[config.mk]
export PLATFORM = sky130hd
export DESIGN_NAME = wb_io_arbiter
export DESIGN_NICKNAME = d
export VERILOG_FILES = /design/src/rtl/wb_io_arbiter.sv
export SDC_FILE = /design/constraint.sdc
export NUM_CORES = 1
export LEC_CHECK = 0
export ABC_AREA = 0
export BUFFER_PORTS_ARGS = -buffer_cell sky130_fd_sc_hd__buf_2
export CORE_AREA = 5 5 142 144
export CTS_CLUSTER_DIAMETER = 80
export DETAILED_ROUTE_END_ITERATION = 10
export DIE_AREA = 0 0 147 149
export PLACE_DENSITY = 0.57
export SYNTH_ARGS = -nofsm -noshare
export SYNTH_HDL_FRONTEND = slang
export SYNTH_SLANG_ARGS = --single-unit
[constraint.sdc]
create_clock -name wb_clk_i -period 1.9 [get_ports wb_clk_i]
set_input_delay 0.38 -clock wb_clk_i [delete_from_list [all_inputs] [get_ports wb_clk_i]]
set_output_delay 0.38 -clock wb_clk_i [all_outputs]
set_load 0.02 [all_outputs]
[src/rtl/wb_io_arbiter.sv]
// Round-robin Wishbone arbiter sharing the IO-bus master port between several masters,
// with a watchdog that aborts transfers a slave never terminates.
module wb_io_arbiter #(
  parameter int unsigned NUM_MASTERS    = 2,
  parameter int unsigned TIMEOUT_CYCLES = 255,
  parameter int unsigned CNT_W          = 8
) (
  input  logic                      wb_clk_i,
  input  logic                      wb_rst_n_i,
  input  logic [32*NUM_MASTERS-1:0] wbm_adr_i,
  input  logic [32*NUM_MASTERS-1:0] wbm_dat_i,
  input  logic [4*NUM_MASTERS-1:0]  wbm_sel_i,
  input  logic [NUM_MASTERS-1:0]    wbm_we_i,
  input  logic [NUM_MASTERS-1:0]    wbm_cyc_i,
  input  logic [NUM_MASTERS-1:0]    wbm_stb_i,
  input  logic [3*NUM_MASTERS-1:0]  wbm_cti_i,
  input  logic [2*NUM_MASTERS-1:0]  wbm_bte_i,
  output logic [32*NUM_MASTERS-1:0] wbm_dat_o,
  output logic [NUM_MASTERS-1:0]    wbm_ack_o,
  output logic [NUM_MASTERS-1:0]    wbm_err_o,
  output logic [NUM_MASTERS-1:0]    wbm_rty_o,
  output logic [31:0]               wbs_adr_o,
  output logic [31:0]               wbs_dat_o,
  output logic [3:0]                wbs_sel_o,
  output logic                      wbs_we_o,
  output logic                      wbs_cyc_o,
  output logic                      wbs_stb_o,
  output logic [2:0]                wbs_cti_o,
  output logic [1:0]                wbs_bte_o,
  input  logic [31:0]               wbs_dat_i,
  input  logic                      wbs_ack_i,
  input  logic                      wbs_err_i,
  input  logic                      wbs_rty_i,
  output logic [NUM_MASTERS-1:0]    grant_o,
  output logic                      timeout_o,
  output logic [31:0]               timeout_adr_o
);

  localparam int unsigned IdxW = $clog2(NUM_MASTERS);

  typedef enum logic [1:0] {StIdle, StGrant, StAbort, StDrain} state_e;

  state_e                 state_q, state_d;
  logic [NUM_MASTERS-1:0] grant_q, grant_d;
  logic [IdxW-1:0]        last_q, last_d;
  logic [CNT_W-1:0]       cnt_q, cnt_d;
  logic [31:0]            tadr_q, tadr_d;

  logic [31:0] m_adr [NUM_MASTERS];
  logic [31:0] m_dat [NUM_MASTERS];
  logic [3:0]  m_sel [NUM_MASTERS];
  logic [2:0]  m_cti [NUM_MASTERS];
  logic [1:0]  m_bte [NUM_MASTERS];

  for (genvar i = 0; i < NUM_MASTERS; i++) begin : g_unpack
    assign m_adr[i] = wbm_adr_i[32*i +: 32];
    assign m_dat[i] = wbm_dat_i[32*i +: 32];
    assign m_sel[i] = wbm_sel_i[4*i +: 4];
    assign m_cti[i] = wbm_cti_i[3*i +: 3];
    assign m_bte[i] = wbm_bte_i[2*i +: 2];
  end

  // last_q doubles as the index of the current owner while a grant is held.
  logic sel_cyc, sel_stb, resp, expire;
  assign sel_cyc = wbm_cyc_i[last_q];
  assign sel_stb = wbm_stb_i[last_q];
  assign resp    = wbs_ack_i | wbs_err_i | wbs_rty_i;
  assign expire  = (TIMEOUT_CYCLES != 0) && (state_q == StGrant) && sel_cyc && sel_stb &&
                   !resp && (cnt_q == CNT_W'(TIMEOUT_CYCLES));

  // Lowest requester above last wins; otherwise wrap to the lowest requester overall.
  logic            hi_found, lo_found;
  logic [IdxW-1:0] hi_idx, lo_idx, win_idx;
  always_comb begin
    hi_found = 1'b0;
    lo_found = 1'b0;
    hi_idx   = '0;
    lo_idx   = '0;
    for (int i = NUM_MASTERS - 1; i >= 0; i--) begin
      if (wbm_cyc_i[i]) begin
        lo_found = 1'b1;
        lo_idx   = IdxW'(i);
        if (IdxW'(i) > last_q) begin
          hi_found = 1'b1;
          hi_idx   = IdxW'(i);
        end
      end
    end
    win_idx = hi_found ? hi_idx : lo_idx;
  end

  always_comb begin
    state_d = state_q;
    grant_d = grant_q;
    last_d  = last_q;
    tadr_d  = tadr_q;
    cnt_d   = '0;
    case (state_q)
      StIdle: begin
        if (lo_found) begin
          state_d = StGrant;
          last_d  = win_idx;
          grant_d = NUM_MASTERS'(1) << win_idx;
        end
      end
      StGrant: begin
        if (!sel_cyc) begin
          state_d = StIdle;
          grant_d = '0;
        end else if (expire) begin
          state_d = StAbort;
          tadr_d  = m_adr[last_q];
        end else if ((TIMEOUT_CYCLES != 0) && sel_stb && !resp && (cnt_q != '1)) begin
          cnt_d = cnt_q + CNT_W'(1);
        end
      end
      StAbort: state_d = StDrain;
      StDrain: begin
        if (!sel_cyc) begin
          state_d = StIdle;
          grant_d = '0;
        end
      end
      default: state_d = StIdle;
    endcase
  end

  always_ff @(posedge wb_clk_i) begin
    if (!wb_rst_n_i) begin
      state_q <= StIdle;
      grant_q <= '0;
      last_q  <= IdxW'(NUM_MASTERS - 1);
      cnt_q   <= '0;
      tadr_q  <= '0;
    end else begin
      state_q <= state_d;
      grant_q <= grant_d;
      last_q  <= last_d;
      cnt_q   <= cnt_d;
      tadr_q  <= tadr_d;
    end
  end

  always_comb begin
    wbs_adr_o = '0;
    wbs_dat_o = '0;
    wbs_sel_o = '0;
    wbs_we_o  = 1'b0;
    wbs_cyc_o = 1'b0;
    wbs_stb_o = 1'b0;
    wbs_cti_o = '0;
    wbs_bte_o = '0;
    wbm_ack_o = '0;
    wbm_err_o = '0;
    wbm_rty_o = '0;
    wbm_dat_o = {NUM_MASTERS{wbs_dat_i}};
    case (state_q)
      StGrant: begin
        wbs_adr_o = m_adr[last_q];
        wbs_dat_o = m_dat[last_q];
        wbs_sel_o = m_sel[last_q];
        wbs_we_o  = wbm_we_i[last_q];
        wbs_cyc_o = sel_cyc;
        wbs_stb_o = sel_stb;
        wbs_cti_o = m_cti[last_q];
        wbs_bte_o = m_bte[last_q];
        wbm_ack_o = grant_q & {NUM_MASTERS{wbs_ack_i}};
        wbm_err_o = grant_q & {NUM_MASTERS{wbs_err_i}};
        wbm_rty_o = grant_q & {NUM_MASTERS{wbs_rty_i}};
      end
      StAbort: wbm_err_o = grant_q;
      default: ;
    endcase
  end

  assign grant_o       = grant_q;
  assign timeout_o     = (state_q == StAbort);
  assign timeout_adr_o = tadr_q;

endmodule

==> reports/qor.csv, run 1 <==
metric,value,unit
HPWL Detailed,11600,µm
post-route cell area,6290,µm²
vias per inst,4.26,
Sw Pwr,1.35,mW
Hold WS,0.343,ns
Buffers on Ports,273,
status,"complete, but fails checks",
fin nets,867,
Boundary Pins,370,
Syn Inst Count,423,
combinational cell fraction of total power,48.5,%
crit start category,flip-flop,
multiplexer area fraction after synthesis,22.3,%
Tcrit/Tclk final,103,%
Worst path top cell family by delay,buffers and inverters,
Netlist cell types,34,
iteration count of the initial detailed-routing pass,4,
DR iter-0 viols,133,
CP bufs+invs,4,
Synth Area in Compound Gates,10.6,%
Simple-Gate Fraction of Synth Area,18.7,%
Post-synth top flop,dfxtp_1,
endpoints failing hold,0,
later-pin clock latency in the skew report,0.29,ns
Worst EP arrival,1.57,ns
xor/xnor share of the synthesized area,1.54,%
final setup fails,37,
Slew @ Worst Pin,0.436,ns
routed length per instance,19.4,µm
placed cell areas,4720,µm²
clock power share,26.4,%
Tot Pwr,3.85,mW
VDD IR-drop max,0.342,mV
total die area,21900,µm²
Commonest cells post-synth,"nor2_1, mux2i_1, buf_4, dfxtp_1, a211oi_1",
Area Growth Syn to Fin,84.1,%
Root Buffer,clkbuf_16,
crit path max fanout,6,
share of cells above drive strength 1,63.8,%
via count,3876,
most frequent CP cell,buf_12,
dominant cells by area after synthesis,"dfxtp_1, mux2i_1, buf_4",
post-route ant nets,0,
largest family of logic cells by synthesized area,multiplexers,
Row Count,50,
Int Power,2.50,mW
ys async rst share,0,%
"Hold-fix buffers, CTS",0,
Mapped Area,3420,µm²
Place WS,-0.129,ns
Tmin final,1.95,ns
Clock Sinks,45,
largest net degree at the start of global routing,37,
CTS tree,built,
initial antenna violation count,1,
P_leak,3.10,nW
Cells after DPL,861,
CP Capture Type,primary output,
Clock Path Buffers,2,
syn_nets,617,
Global Route Usage Sum,13.2,%
register area share after synthesis,26.4,%
Setup CP Type,flip-flop to primary output,
die height,149,µm
post-synth top area share,26.4,%
first-pass GRT wire length,22300,µm
clk slew on worst S/H paths,0.07,ns
vias in the first global route,3807,
power share of the sequential group,25.1,%
Die X,147,µm
Crit path required time,1.52,ns
"slowest stage delay, CP",0.36,ns
failing checks,negative setup slack,
"Critical Path, Cell by Cell","buf_12, buf_16, buf_12, mux2i_4, nor2_4, buf_6",
Synth Area in Adders,1.83,%
GR Overflow Total,0,
Relative slew margins,70.9,%
fillcell total,1921,
P per Cell Area,612,nW/µm²
switching share of power,35.1,%
CP max stage cell,dfxtp_4,
depth of the CTS H-tree,2,
Setup Skew,0.00853,ns
Post-Layout Cell Count,909,
"Slew Viols, Final",0,
final setup margin,-0.0512,ns
Core ar.,18600,µm²
initial core utilization,18.4,%
max_cap viols,0,
syn avg cell area,8.08,µm²
Num CTS Buffers,5,
Finished Core Util,33.9,%
Synth area leader,dfxtp_1,
Fin Setup TNS,-0.652,ns
most common cell in the netlist,nor2_1,
type of the most critical hold path,primary input to flip-flop,
Yosys warning total,0,
Achievable Freq,513,MHz
Placer Congestion,0.795,
DR DRC count,0,
number of synthesized flops with an enable pin,0,
RSZ-0062 raised after global routing,true,
Yosys reg bits,45,
final wirelength,17600,µm
per-layer routing:
metal	share of wire, %	vias up	GRT usage (%)
met5	0	-	0
met1	39	1794	14.9
li1	-	1878	-
met3	5.9	45	3.19
met4	3.4	0	5.22
met2	52	159	24.0
final timing paths:
kind / depth (start not counted) / start / slack [ns] / endpoint
max: 6 / last_q$_SDFFE_PN1P_ / -0.05 / wbs_adr_o[2]
min: 2 / wb_rst_n_i / 0.34 / last_q$_SDFFE_PN1P_
max reg2reg: 7 / last_q$_SDFFE_PN1P_ / 0.02 / flip-flop
min reg2reg: 2 / timeout_adr_o[10]$_SDFFE_PN0P_ / 0.49 / timeout_adr_o[10]$_SDFFE_PN0P_
area by class of cell:
type,count,area [µm²],share of cell area [%]
clock buffer,6,129,2.05
timing repair buffer,334,2510,39.8
antenna,1,2.50,0.0398
clock inverter,2,35.0,0.557
sequential,45,911,14.5
tap,234,293,4.65
multi-input combinational,281,2380,37.8
inverter,6,37.5,0.597
layout by cell type (no fill, tap or decap), types with 2 or more instances in the layout:
master,instances
a211oi_1,17
a211oi_2,17
a21oi_1,4
and2_4,4
and3_1,5
buf_12,11
buf_16,5
buf_2,210
buf_4,76
buf_6,19
buf_8,2
clkbuf_16,15
dfxtp_1,41
dfxtp_2,2
dfxtp_4,2
ha_4,3
inv_1,2
mux2i_1,36
mux2i_2,18
mux2i_4,21
nand2_1,6
nand3_1,4
nor2_1,110
nor2_2,6
nor2_4,3
nor2b_1,2
xnor2_1,3
xor2_1,3
cell families after synthesis:
| logic type | Yosys count |
|---|---|
| AND/OR/NAND/NOR | 149 |
| flip-flops | 45 |
| AO/OA/AOI/OAI | 44 |
| multiplexers | 76 |
| adder cells (fa/ha/maj) | 5 |
| XOR/XNOR | 6 |
| buffers and inverters | 98 |
power by group through the flow:
stage / Sequential [mW] / Combinational, mW / Clock (mW)
5_1_grt: 0.969 / 1.97 / 1.11
3_3_place_gp: 0.989 / 1.22 / 0
6_report: 0.967 / 1.87 / 1.02
3_5_place_dp: 0.989 / 1.22 / 0
2_1_floorplan: 0.988 / 0.885 / 0
4_1_cts: 0.973 / 1.55 / 1.07
registers in the layout, summed over array words and instances, names as in the netlist, named ones only:
name / cells
state_q: 1
cnt_q: 8
last_q: 1
grant_o: 2
timeout_adr_o: 32
what timing repair did:
item	CTS	global route
cloned	4	12
pin swaps	1	36
buffers inserted	5	18
endpoints found under the setup margin	60	110
gates resized for setup	111	90
Note: power is estimated with default switching activity, not from simulation.
==> inputs of run 2 (changes only) <==
BUFFER_PORTS_ARGS = unset   (was -buffer_cell sky130_fd_sc_hd__buf_2)
DONT_BUFFER_PORTS = 1   (was unset)
PLACE_DENSITY = 0.39   (was 0.57)
SKIP_CTS_REPAIR_TIMING = 1   (was unset)
==> run 2 against run 1 <==
  * The flow now finishes without violations
  * Clock power is 10% lower
  * Die area did not move
  * Worst setup slack improved by 0.070 ns
  * Core utilization decreased by 9.2 points
  * Final area decreased by 27%
  * Via count down 22%
  * Sequential share of layout area rose by 5.3 points
  * Count of clock-buffer cells in the layout increased by 1
  * Cell count fell by 25%
  * Hold slack worse by 0.18 ns
  * Combinational power down 28%
  * Largest cell class is now multi-input gates
==> reports/qor.csv, run 2 (same netlist as run 1, synthesis figures left out) <==
metric,value,unit,change
status,completed,,
Setup Skew,0.00500,ns,-0.00353 ns
clock power share,28.4,%,+2.0 points
ANT cells,0,,-1
vias in the first global route,3016,,-21%
type of the most critical hold path,primary input to flip-flop,,
Worst EP arrival,1.50,ns,-0.07 ns
CTS tree,built,,
Relative slew margins,72.4,%,+1.4 points
later-pin clock latency in the skew report,0.30,ns,about the same
Tmin final,1.88,ns,-0.0698 ns
multi-input logic area,2110,µm²,-11%
endpoints failing hold,0,,unchanged
routed length per instance,20.5,µm,+5.8%
Placer Congestion,0.702,,-12%
Area Growth Syn to Fin,33.8,%,
"Slew Viols, Final",0,,unchanged
final setup fails,0,,-100%
max_cap viols,0,,unchanged
Num CTS Buffers,5,,unchanged
fillcell total,1981,,+3.1%
Post-Layout Cell Count,686,,-25%
iteration count of the initial detailed-routing pass,4,,unchanged
initial antenna violation count,0,,-1
die height,149,µm,unchanged
depth of the CTS H-tree,2,,unchanged
Clock Sinks,45,,unchanged
Cells after DPL,658,,-24%
Largest register FFs,32,,unchanged
Sw Pwr,1.17,mW,-14%
P per Cell Area,705,nW/µm²,+15%
CP Capture Type,primary output,,
Die X,147,µm,unchanged
Global Route Usage Sum,10.1,%,-3.1 points
post-route ant nets,0,,unchanged
crit start category,flip-flop,,
Achievable Freq,532,MHz,+3.7%
Tcrit/Tclk final,99.0,%,-3.7 points
power share of the sequential group,30.1,%,+5.0 points
Buffers on Ports,0,,-100%
Reg2Reg Depth,8,,+1
DR DRC count,0,,unchanged
Boundary Pins,370,,unchanged
Int Power,2.06,mW,-18%
Crit path required time,1.52,ns,about the same
P_leak,2.03,nW,-34%
Slew @ Worst Pin,0.412,ns,-0.0241 ns
RSZ-0062 raised after global routing,true,,
initial core utilization,18.4,%,unchanged
Row Count,50,,unchanged
fin nets,645,,-26%
Reg area,905,µm²,-0.69%
GR Overflow Total,0,,unchanged
via count,3018,,-22%
switching share of power,36.2,%,+1.2 points
Setup CP Type,flip-flop to primary output,,
first-pass GRT wire length,17400,µm,-22%
share of cells above drive strength 1,39.4,%,-24 points
crit path max fanout,14,,+8
clk slew on worst S/H paths,0.07,ns,about the same
total die area,21900,µm²,unchanged
Clock Path Buffers,2,,unchanged
Fin Setup TNS,0,ns,+0.652 ns
VDD IR-drop max,0.286,mV,-16%
Root Buffer,clkbuf_16,,
largest net degree at the start of global routing,57,,+54%
"commonest non-fill, non-tap cell in the layout",nor2_1,,
vias per inst,4.40,,+3.2%
"leading cell types in the layout, fill and taps excluded","nor2_1, buf_4, mux2i_1",,
final wirelength,14100,µm,-20%
combinational cell fraction of total power,41.5,%,-7.0 points
HPWL Detailed,9650,µm,-17%
hold path depth,1,,-1
Core ar.,18600,µm²,unchanged
DR iter-0 viols,104,,-22%
## run 2: cell count changes in the layout (fill, tap and decap cells not counted), sizes merged
cell	delta
clkbuf	-2
and2	-1
bufinv	-1
clkinvlp	+1
clkinv	-1
diode	-1
bufbuf	-1
buf	-217
## run 2: critical path, cell delays in order (launching register included)
cell     delay (ns)
dfxtp_4        0.37
buf_12         0.15
buf_6          0.22
mux2i_1        0.23
nor2_1         0.06
buf_4          0.16
## run 2: path summary, 6_finish.rpt
path / from / to / slack [ns]
setup / recovery: last_q$_SDFFE_PN1P_ / wbs_dat_o[24] / 0.02
hold / removal: wb_rst_n_i / last_q$_SDFFE_PN1P_ / 0.16
hold reg to reg: cnt_q[7]$_SDFF_PP0_ / cnt_q[7]$_SDFF_PP0_ / 0.52
setup reg to reg: last_q$_SDFFE_PN1P_ / timeout_adr_o[26]$_SDFFE_PN0P_ / 0.07
## run 2: layer usage
metal	wire [µm]	global-route usage, %	part of all wire [%]	vias to the layer above
li1	-	-	-	1418
met1	5530	10.5	39	1410
met2	7200	18.6	51	154
met3	1090	3.62	7.7	36
met4	278	3.63	2.0	0
met5	0	0	0	-
## run 2: cell type report
class                           instances  share of cell area (%)
Clock buffer                            7                    2.90
Inverter                                6                   0.602
Sequential cell                        45                    19.8
Timing Repair Buffer                  113                    24.0
Clock inverter                          1                   0.164
Multi-Input combinational cell        280                    46.1
Tap cell                              234                    6.40
## run 2: through the flow
step | setup WS (ns) | power (mW) | area, µm² | utilization (%) | hold WS (ns)
after global routing | -0.0485 | 3.42 | 4570 | 24.6 | 0.148
after CTS | -0.160 | 3.03 | 3970 | 21.4 | 0.155
after floorplan | -0.0159 | 1.87 | 3420 | - | 0.430
after global placement | 0.0135 | 2.07 | 3830 | 20.6 | 0.462
after detailed placement | -0.0109 | 2.08 | 3830 | 20.6 | 0.471
final | 0.0186 | 3.22 | 4570 | 24.6 | 0.162
## run 2: power by group through the flow
stage / registers [mW] / clock network, mW / logic, mW
after detailed placement: 0.995 / 0 / 1.09
after CTS: 0.972 / 0.972 / 1.09
after global routing: 0.973 / 1.02 / 1.43
after floorplan: 0.988 / 0 / 0.885
after global placement: 0.994 / 0 / 1.07
final: 0.971 / 0.916 / 1.34
